--- config.mk ---
export PLATFORM = sky130hd
export DESIGN_NAME = alu_seq
export DESIGN_NICKNAME = d
export VERILOG_FILES = /design/src/rtl/alu_seq_pkg.sv /design/src/rtl/alu3.sv /design/src/rtl/alu_seq.sv
export SDC_FILE = /design/constraint.sdc
export NUM_CORES = 1
export LEC_CHECK = 0
export BUFFER_PORTS_ARGS = -buffer_cell sky130_fd_sc_hd__buf_4
export CAP_MARGIN = 40
export CORE_MARGIN = 5
export CORE_UTILIZATION = 50
export CTS_CLUSTER_SIZE = 12
export DETAILED_ROUTE_END_ITERATION = 6
export PLACE_DENSITY = 0.72
export SLEW_MARGIN = 20
export SYNTH_ARGS = -nofsm -noshare
export SYNTH_HDL_FRONTEND = slang
export SYNTH_SLANG_ARGS = --single-unit
--- constraint.sdc ---
create_clock -name clk -period 4.9 [get_ports clk]
set_input_delay 0.245 -clock clk [delete_from_list [all_inputs] [get_ports clk]]
set_output_delay 0.245 -clock clk [all_outputs]
set_load 0.005 [all_outputs]
--- src/rtl/alu_seq_pkg.sv ---
// Shared definitions for the slice-serial ALU sequencer: op encodings,
// sequencer states, slice width and the per-op slice control mapping.
package alu_seq_pkg;

   localparam int SLICE_W = 3;

   localparam logic [1:0] OP_ADD    = 2'b00;
   localparam logic [1:0] OP_SUB    = 2'b01;
   localparam logic [1:0] OP_XOR    = 2'b10;
   localparam logic [1:0] OP_PASS_B = 2'b11;

   typedef enum logic [1:0] {
      IDLE,
      RUN,
      DONE
   } state_e;

   // nx: carry chain enable, ns: sum path select (else pass b), n: output enable
   typedef struct packed {
      logic nx;
      logic ns;
      logic n;
   } slice_ctrl_t;

   function automatic slice_ctrl_t ctrl_for_op(input logic [1:0] op);
      slice_ctrl_t c;
      c.nx = 1'b1;
      c.ns = 1'b1;
      c.n  = 1'b1;
      case (op)
         OP_XOR: begin
            c.nx = 1'b0;
         end
         OP_PASS_B: begin
            c.nx = 1'b0;
            c.ns = 1'b0;
         end
         default: ;
      endcase
      return c;
   endfunction

   function automatic logic is_arith(input logic [1:0] op);
      return (op == OP_ADD) || (op == OP_SUB);
   endfunction

endpackage

--- src/rtl/alu3.sv ---
// 3-bit carry-lookahead ALU slice.
// nx gates the whole carry chain (0 gives a carry-free XOR), ns selects the
// sum (1) or the b operand (0), n=0 forces the result to zero.
// c[0]/c[1] are the carries into bits 1 and 2; c_out is the carry out of bit 2.
module alu3 (
   input  logic [2:0] a,
   input  logic [2:0] b,
   input  logic       nx,
   input  logic       c_in,
   input  logic       ns,
   input  logic       n,
   output logic [2:0] q,
   output logic [1:0] c,
   output logic       c_out
);

   logic [2:0] g;
   logic [2:0] p;
   logic       c0;
   logic       c1;
   logic       c2;
   logic [2:0] s;

   // Generate/propagate terms and flattened lookahead carries
   always_comb begin
      g     = nx ? (a & b) : 3'b000;
      p     = a ^ b;
      c0    = nx & c_in;
      c1    = g[0] | (p[0] & c0);
      c2    = g[1] | (p[1] & g[0]) | (p[1] & p[0] & c0);
      c_out = g[2] | (p[2] & g[1]) | (p[2] & p[1] & g[0]) | (p[2] & p[1] & p[0] & c0);
      s     = p ^ {c2, c1, c0};
      c     = {c2, c1};
      q     = n ? (ns ? s : b) : 3'b000;
   end

endmodule

--- src/rtl/alu_seq.sv ---
// Slice-serial ALU sequencer: drives one alu3 slice per cycle, LSB first,
// latching the inter-slice carry and assembling result and flags.
// Optional feature macro: ALU_SEQ_OVERFLOW_EN (registered signed overflow on flag_v).
module alu_seq
   import alu_seq_pkg::*;
#(
   parameter int SLICES = 4
) (
   input  logic                        clk,
   input  logic                        rst,
   input  logic                        start,
   input  logic [1:0]                  op,
   input  logic [SLICE_W*SLICES-1:0]   a,
   input  logic [SLICE_W*SLICES-1:0]   b,
   output logic                        ready,
   output logic                        done,
   output logic [SLICE_W*SLICES-1:0]   q,
   output logic                        flag_c,
   output logic                        flag_z,
   output logic                        flag_v
);

   localparam int W  = SLICE_W * SLICES;
   localparam int CW = (SLICES > 1) ? $clog2(SLICES) : 1;
   localparam logic [CW-1:0] LAST_K = CW'(SLICES - 1);

   state_e          state;
   state_e          state_nxt;
   logic [CW-1:0]   k;
   logic            fin;
   logic [1:0]      op_r;
   logic [W-1:0]    a_r;
   logic [W-1:0]    b_r;
   logic            cin_r;
   logic [W-1:0]    acc;
   logic [W-1:0]    acc_nxt;

   logic [2:0]      slice_a;
   logic [2:0]      slice_b;
   logic [2:0]      slice_q;
   logic [1:0]      slice_c;
   logic            slice_cout;
   slice_ctrl_t     ctrl;

   // State register
   always_ff @(posedge clk or posedge rst) begin
      if (rst) begin
         state <= IDLE;
      end else begin
         state <= state_nxt;
      end
   end

   // Next-state and handshake outputs; RUN spends one extra cycle (fin=1)
   // publishing the assembled word so no slice path reaches the ports
   always_comb begin
      state_nxt = state;
      ready     = 1'b0;
      done      = 1'b0;
      case (state)
         IDLE: begin
            ready = 1'b1;
            if (start) begin
               state_nxt = RUN;
            end
         end
         RUN: begin
            if (fin) begin
               state_nxt = DONE;
            end
         end
         DONE: begin
            done      = 1'b1;
            state_nxt = IDLE;
         end
         default: state_nxt = IDLE;
      endcase
   end

   // Slice operand selection and result word merge for the current k
   always_comb begin
      slice_a = '0;
      slice_b = '0;
      acc_nxt = acc;
      ctrl    = ctrl_for_op(op_r);
      for (int unsigned i = 0; i < SLICES; i++) begin
         if (k == CW'(i)) begin
            slice_a = a_r[i*SLICE_W +: SLICE_W];
            slice_b = b_r[i*SLICE_W +: SLICE_W];
            acc_nxt[i*SLICE_W +: SLICE_W] = slice_q;
         end
      end
      if (op_r == OP_SUB) begin
         slice_b = ~slice_b;
      end
   end

   alu3 u_alu3 (
      .a     (slice_a),
      .b     (slice_b),
      .nx    (ctrl.nx),
      .c_in  (cin_r),
      .ns    (ctrl.ns),
      .n     (ctrl.n),
      .q     (slice_q),
      .c     (slice_c),
      .c_out (slice_cout)
   );

   // Operand capture, slice stepping and result/flag publication
   always_ff @(posedge clk or posedge rst) begin
      if (rst) begin
         k      <= '0;
         fin    <= 1'b0;
         op_r   <= OP_ADD;
         a_r    <= '0;
         b_r    <= '0;
         cin_r  <= 1'b0;
         acc    <= '0;
         q      <= '0;
         flag_c <= 1'b0;
         flag_z <= 1'b0;
      end else begin
         case (state)
            IDLE: begin
               if (start) begin
                  op_r  <= op;
                  a_r   <= a;
                  b_r   <= b;
                  k     <= '0;
                  fin   <= 1'b0;
                  cin_r <= (op == OP_SUB);
               end
            end
            RUN: begin
               if (!fin) begin
                  acc   <= acc_nxt;
                  cin_r <= slice_cout;
                  if (k == LAST_K) begin
                     fin <= 1'b1;
                  end else begin
                     k <= k + 1'b1;
                  end
               end else begin
                  q      <= acc;
                  flag_c <= is_arith(op_r) & cin_r;
                  flag_z <= (acc == '0);
               end
            end
            default: ;
         endcase
      end
   end

`ifdef ALU_SEQ_OVERFLOW_EN
   logic v_r;

   // Overflow = carry into MSB xor carry out of MSB, taken on the last slice
   always_ff @(posedge clk or posedge rst) begin
      if (rst) begin
         v_r    <= 1'b0;
         flag_v <= 1'b0;
      end else if (state == RUN) begin
         if (!fin && (k == LAST_K)) begin
            v_r <= slice_cout ^ slice_c[1];
         end else if (fin) begin
            flag_v <= is_arith(op_r) & v_r;
         end
      end
   end
`else
   logic unused_slice_c;
   assign unused_slice_c = ^slice_c;
   assign flag_v = 1'b0;
`endif

endmodule

==> results.json, run 1 <==
{
  "status": "completed",
  "cp-end-kind": "register",
  "internal-power_mw": 1.54,
  "gp_congestion": 0.871,
  "cts_root_buf": "clkbuf_8",
  "final.setup_skew_ns": 0.00570,
  "startpoint_type": "register",
  "swShare_pct": 38.9,
  "power.leakage_nw": 1.55,
  "dp_hpwl_mm": 3.96,
  "grt_pass1_vias": 1948,
  "fmax_ghz": 0.335,
  "ys_seq_area_share_pct": 50.9,
  "met2_usage_pct": 23.3,
  "synth_edf_count": 0,
  "setup_tns_ns": 0,
  "synth-seq-cells": 58,
  "syn_nets": 274,
  "critical_path_required_ns": 5.09,
  "finalHoldViolations": 0,
  "worstSetupPathType": "register to register",
  "place_ws_ns": 1.96,
  "ys.flop_type": "dfrtp_1",
  "yosys.area.top_type": "dfrtp_1",
  "area_growth_syn_to_layout_pct": 18.1,
  "clk_pin_slew_worst_paths_ns": 0.06,
  "dp.cells": 344,
  "cts.sinks": 58,
  "fin_util_pct": 60.8,
  "synthArstFlopShare_pct": 100,
  "clk_path_buf_depth": 2,
  "drive_gt1_share_pct": 38.6,
  "setup_viol": 0,
  "cts_resized": 0,
  "post_dp_cell_area_sq_um": 3210,
  "syn_area_sq_um": 2850,
  "p_comb_share_pct": 49.7,
  "cts_tree": "built",
  "dieArea_sq_um": 7310,
  "ios": 46,
  "row_count": 27,
  "grt_pass1_wl_mm": 9.20,
  "avgViaCountPerCell": 5.43,
  "ant_nets": 0,
  "htree_levels": 3,
  "busiest_layer": "met2",
  "worst_slew_pin_slew_ns": 0.722,
  "finalCriticalPeriod_ns": 2.99,
  "wl_mm": 5.47,
  "grt_max_degree": 59,
  "syn-mean-instance-area_sq_um": 12.0,
  "antenna_found_initial": 0,
  "syn_inst": 237,
  "slew_headroom_pct": 51.9,
  "arrival_ns": 3.18,
  "initial_core_util_pct": 51.4,
  "peakVddDrop_mv": 0.335,
  "timing.final.ws_setup_ns": 1.91,
  "die_w_um": 85.5,
  "drc_errors": 0,
  "port_buffers": 44,
  "routedWlPerCell_um": 15.3,
  "synth_most_common_cell": "dfrtp_1",
  "synth_area_leaders": "dfrtp_1 51%, mux2_2 12%, mux2_4 3.7%, ha_1 3.5%, nand2_1 2.9%",
  "use_met1_pct": 20.9,
  "power_density_nw_per_um2": 747,
  "critPathMaxFanout": 15,
  "post-route-period-util_pct": 60.9,
  "synth_warnings": 0,
  "post_layout_nonfiller_instances": 357,
  "yosysTopAreaCellShare_pct": 50.9,
  "holdCritPathClass": "input pin to async pin",
  "groute.usage.overall_pct": 16.1,
  "cap_violations": 0,
  "die_h_um": 85.5,
  "final_max_slew_viol_count": 0,
  "rsz0062_at_grt": "false",
  "final_area_sq_um": 3370,
  "grt.overflow.total": 0,
  "yosys-top-cells-count": "58 x dfrtp_1, 31 x mux2_2, 22 x nand2_1, 15 x a21oi_1",
  "worstSkewPairLatency_ns": 0.33,
  "use_met3_pct": 5.00,
  "p_switching_mw": 0.978,
  "post_cts_buffers": 0,
  "drt-pass1-iter-count": 4,
  "fp.coreArea_sq_um": 5540,
  "holdBufCountCts": 0,
  "synth_cell_types": 40,
  "antenna_cells": 0,
  "pwr-share-seq_pct": 35.6,
  "cts_buffers": 9,
  "vias": 1939,
  "drtIter0Drc": 83,
  "pwr-share-clk_pct": 14.7,
  "final_net_count": 320
}
==> critical path, cell delays in order, from the launching register on <==
cell      delay (ns)
dfrtp_1         0.43
inv_1           0.10
ha_1            0.48
a211oi_1        0.18
a211oi_2        0.35
xnor2_1         0.12
ha_1            0.34
nand3_1         0.13
and2_1          0.16
o32ai_1         0.45
o31ai_1         0.12
==> layout make-up <==
type	count	area, sq um
inverters	7	26.3
well taps	72	90.1
multi-input cells	160	1290
repair buffers	47	353
fillers	466	2170
flip-flops and latches	58	1450
clock buffers	13	159
==> flip-flops by register name (all words and copies together) (netlist names) <==
name / count
fin: 1
flag_z: 1
a_r: 12
b_r: 12
acc: 12
state: 2
op_r: 2
q: 12
flag_c: 1
cin_r: 1
k: 2
==> layer usage <==
metal / vias up / share of wire (%)
li1: 938 / -
met1: 928 / 46
met2: 56 / 45
met3: 17 / 6.0
met4: 0 / 2.6
met5: - / 0
==> power groups by stage <==
stage | sequential (mW) | clock, mW | combinational [mW]
CTS | 0.898 | 0.375 | 1.26
global route | 0.932 | 0.400 | 1.39
detailed placement | 0.906 | 0 | 1.25
global placement | 0.897 | 0 | 1.20
floorplan | 0.842 | 0 | 0.991
finish | 0.895 | 0.369 | 1.25
==> cell families after synthesis <==
kind of cell / after synthesis / share of synthesized area [%]
AND/OR/NAND/NOR: 61 / 13.2
adder cells (fa/ha/maj): 8 / 3.51
XOR/XNOR: 3 / 0.922
buffers and inverters: 19 / 4.13
flip-flops: 58 / 50.9
other: 1 / 0.132
multiplexers: 39 / 16.3
AO/OA/AOI/OAI: 48 / 10.9
==> layout by cell type, fill, tap and decap left out, types with 3 or more instances in the layout <==
master,synthesis,layout
a211oi_1,3,3
nor4_1,3,3
buf_4,3,47
mux2_4,7,7
ha_1,8,8
mux2_2,31,31
a211oi_2,3,3
o21ai_1,5,5
nand3b_1,6,6
o31ai_1,4,4
dfrtp_1,58,58
a21oi_1,15,15
clkbuf_8,0,11
o21ai_0,8,8
a41oi_1,4,4
nor2_1,5,5
nor2b_1,7,7
nand2_4,3,3
xnor2_1,3,3
inv_1,7,6
nand3_1,3,3
nand2_1,22,22
==> stage by stage <==
step	hold WS, ns	total power [mW]
after floorplan	0.362	1.83
after global placement	0.465	2.10
after detailed placement	0.473	2.15
after CTS	0.127	2.53
after global routing	0.131	2.72
final	0.124	2.52
==> path summary, 6_finish.rpt <==
| path | from | endpoint | slack (ns) | cells past startpoint |
|---|---|---|---|---|
| max | k[1]$_DFFE_PP0P_ | acc[2]$_DFFE_PP0P_ | 1.91 | 10 |
| max in group asynchronous | rst | q[7]$_DFFE_PP0P_ | 4.30 | 3 |
| max reg2reg | k[1]$_DFFE_PP0P_ | acc[2]$_DFFE_PP0P_ | 1.91 | 10 |
| min in group clk | op[1] | op_r[1]$_DFFE_PP0P_ | 0.14 | 3 |
| min reg2reg | flag_z$_DFFE_PP0P_ | flag_z$_DFFE_PP0P_ | 0.48 | 2 |
| min | rst | acc[9]$_DFFE_PP0P_ | 0.12 | 3 |
No activity file was read; power rests on OpenSTA's default activity.
==> run 2, diff against run 1 <==
Settings changed: PLACE_DENSITY 0.72 to 0.75.
Clock period 4.9 ns to 2.4 ns, I/O delays scaled along.
==> run 2 against run 1 <==
  * The flow now finishes with violations (negative setup slack)
  * Sequential share of layout area shrank 4.4 points
  * Via count grew 6.3%
  * Sequential power grew 110%
  * Largest power group unchanged
==> results.json, run 2 (synthesis gave the netlist of run 1 again) <==
{
  "cts.sinks": 58,
  "whs_ns": 0.000788,
  "post-route-period-util_pct": 105,
  "peakVddDrop_mv": 0.780,
  "dieArea_sq_um": 7310,
  "rsz0062_at_grt": "true",
  "cts_buffers": 9,
  "ios": 46,
  "vias": 2061,
  "drc_errors": 0,
  "fin_util_pct": 67.8,
  "final.setup_skew_ns": 0.00822,
  "finalHoldViolations": 0,
  "final_max_slew_viol_count": 0,
  "groute.usage.overall_pct": 17.6,
  "die_w_um": 85.5,
  "grt_max_degree": 37,
  "wl_mm": 5.95,
  "cap_violations": 0,
  "htree_levels": 3,
  "worstSetupPathType": "register to register",
  "fp.coreArea_sq_um": 5540,
  "antenna_found_initial": 0,
  "port_buffers": 44,
  "holdCritPathClass": "input pin to register",
  "final_area_sq_um": 3750,
  "status": "finished with violations",
  "grt.overflow.total": 0,
  "avgViaCountPerCell": 5.40,
  "worstPathCellList": "buf_6 > ha_4 > nand3b_4 > a211oi_4 > xnor2_1 > ha_1 > ha_2 > or3_4 > nand3_4 > a41oi_1",
  "cts_root_buf": "clkbuf_8",
  "initial_core_util_pct": 51.4,
  "fmax_ghz": 0.399,
  "drive_gt1_share_pct": 52.3,
  "violations": "negative setup slack",
  "routedWlPerCell_um": 15.6,
  "final_net_count": 343,
  "arrival_ns": 2.71,
  "drtIter0Drc": 58,
  "timing.final.ws_setup_ns": -0.108,
  "layout_commonest_cell": "buf_4",
  "worst_slew_pin_slew_ns": 0.514,
  "clk_pin_slew_worst_paths_ns": 0.07,
  "post_dp_cell_area_sq_um": 3390,
  "antenna_cells": 0,
  "power.total_mw": 6.20,
  "cp-end-kind": "register",
  "dp_hpwl_mm": 4.38,
  "ant_nets": 0,
  "drt-pass1-iter-count": 4,
  "setup_viol": 9,
  "cts_tree": "built",
  "critical_path_required_ns": 2.61,
  "place_ws_ns": -0.185,
  "clk_path_buf_depth": 2,
  "worstSkewPairLatency_ns": 0.33,
  "power.leakage_nw": 1.70,
  "final_cell_mix": "64 x buf_4, 56 x dfrtp_1, 31 x mux2_2",
  "max_stage_delay_ns": 0.46,
  "critPathMaxFanout": 7,
  "grt_pass1_vias": 2149,
  "power_density_nw_per_um2": 1650,
  "row_count": 27,
  "gp_congestion": 0.824,
  "slowest_stage": "dfrtp_2",
  "finalCriticalPeriod_ns": 2.51,
  "die_h_um": 85.5,
  "startpoint_type": "register",
  "area_growth_syn_to_layout_pct": 31.7,
  "grt_pass1_wl_mm": 10.1,
  "slew_headroom_pct": 65.7
}
run 2: changes by cell type in the layout (fill, tap and decap cells not counted), moves of 3 or more:
| cell | before | now |
|---|---|---|
| buf_4 | 47 | 64 |
| ha_1 | 8 | 3 |
| buf_6 | 0 | 4 |
| o21ai_0 | 8 | 4 |
| o21ai_1 | 5 | 9 |
| a211oi_1 | 3 | 0 |
| a41oi_1 | 4 | 1 |
| a41oi_2 | 0 | 3 |
| clkinv_2 | 0 | 3 |
| ha_4 | 0 | 3 |
| inv_1 | 6 | 3 |
| inv_2 | 1 | 4 |
run 2: final timing paths:
path	depth (start not counted)	slack, ns	startpoint	end
worst max-delay path	10	-0.11	k[0]$_DFFE_PP0P_	acc[4]$_DFFE_PP0P_
worst min-delay path	3	0.0008	op[1]	op_r[1]$_DFFE_PP0P_
worst max register to register	10	-0.11	k[0]$_DFFE_PP0P_	acc[4]$_DFFE_PP0P_
worst min register to register	2	0.48	flag_z$_DFFE_PP0P_	flag_z$_DFFE_PP0P_
max in group asynchronous	4	1.46	rst	acc[10]$_DFFE_PP0P_
min in group asynchronous	3	0.38	rst	state[0]$_DFFE_PP0P_
run 2: where the power goes:
group / switching, mW / internal, mW / total, mW
clock: 0.367 / 0.420 / 0.787
combinational: 1.66 / 1.90 / 3.56
sequential: 0.394 / 1.46 / 1.86
total: 2.42 / 3.78 / 6.20
run 2: area by class of cell:
cell class	instances	area, sq um
sequential	58	1450
multi-input combinational	160	1460
inverter	7	26.3
clock inverter	3	15.0
tap	72	90.1
timing repair buffer	70	556
clock buffer	12	155
fill	443	1790
run 2: worst max-delay path: cells and delay by family (launching register included):
kind                       cells  cell delay (ns)
AOI/OAI and AO/OA              2             0.37
xor gates and xnor gates       1             0.15
adders and majority gates      3             0.66
buffers and inverters          1             0.14
DFF                            1             0.46
and+or+nand+nor                3             0.60
run 2: metrics by stage:
| stage | TNS, ns | cells |
|---|---|---|
| after global placement | -0.664 | 362 |
| after CTS | -0.312 | 381 |
| final | -0.693 | 382 |
| after global routing | -2.07 | 382 |
| after floorplan | -0.00295 | 237 |
| after detailed placement | -1.58 | 362 |
run 2: repair_timing:
| action | 4_1_cts | 5_1_grt |
|---|---|---|
| hold buffers | 1 | 0 |
| hold endpoints to repair | 22 | 0 |
| endpoints found under the setup margin | 13 | 13 |
| pin swaps | 7 | 4 |
| buffers inserted | 3 | 1 |
| gates resized for setup | 21 | 15 |
run 2: layer usage:
layer,vias to the layer above,wire length (um),track usage (%)
li1,986,-,-
met1,1017,2530,21.4
met2,47,3060,29.4
met3,11,276,3.75
met4,0,94,8.92
met5,-,0,0
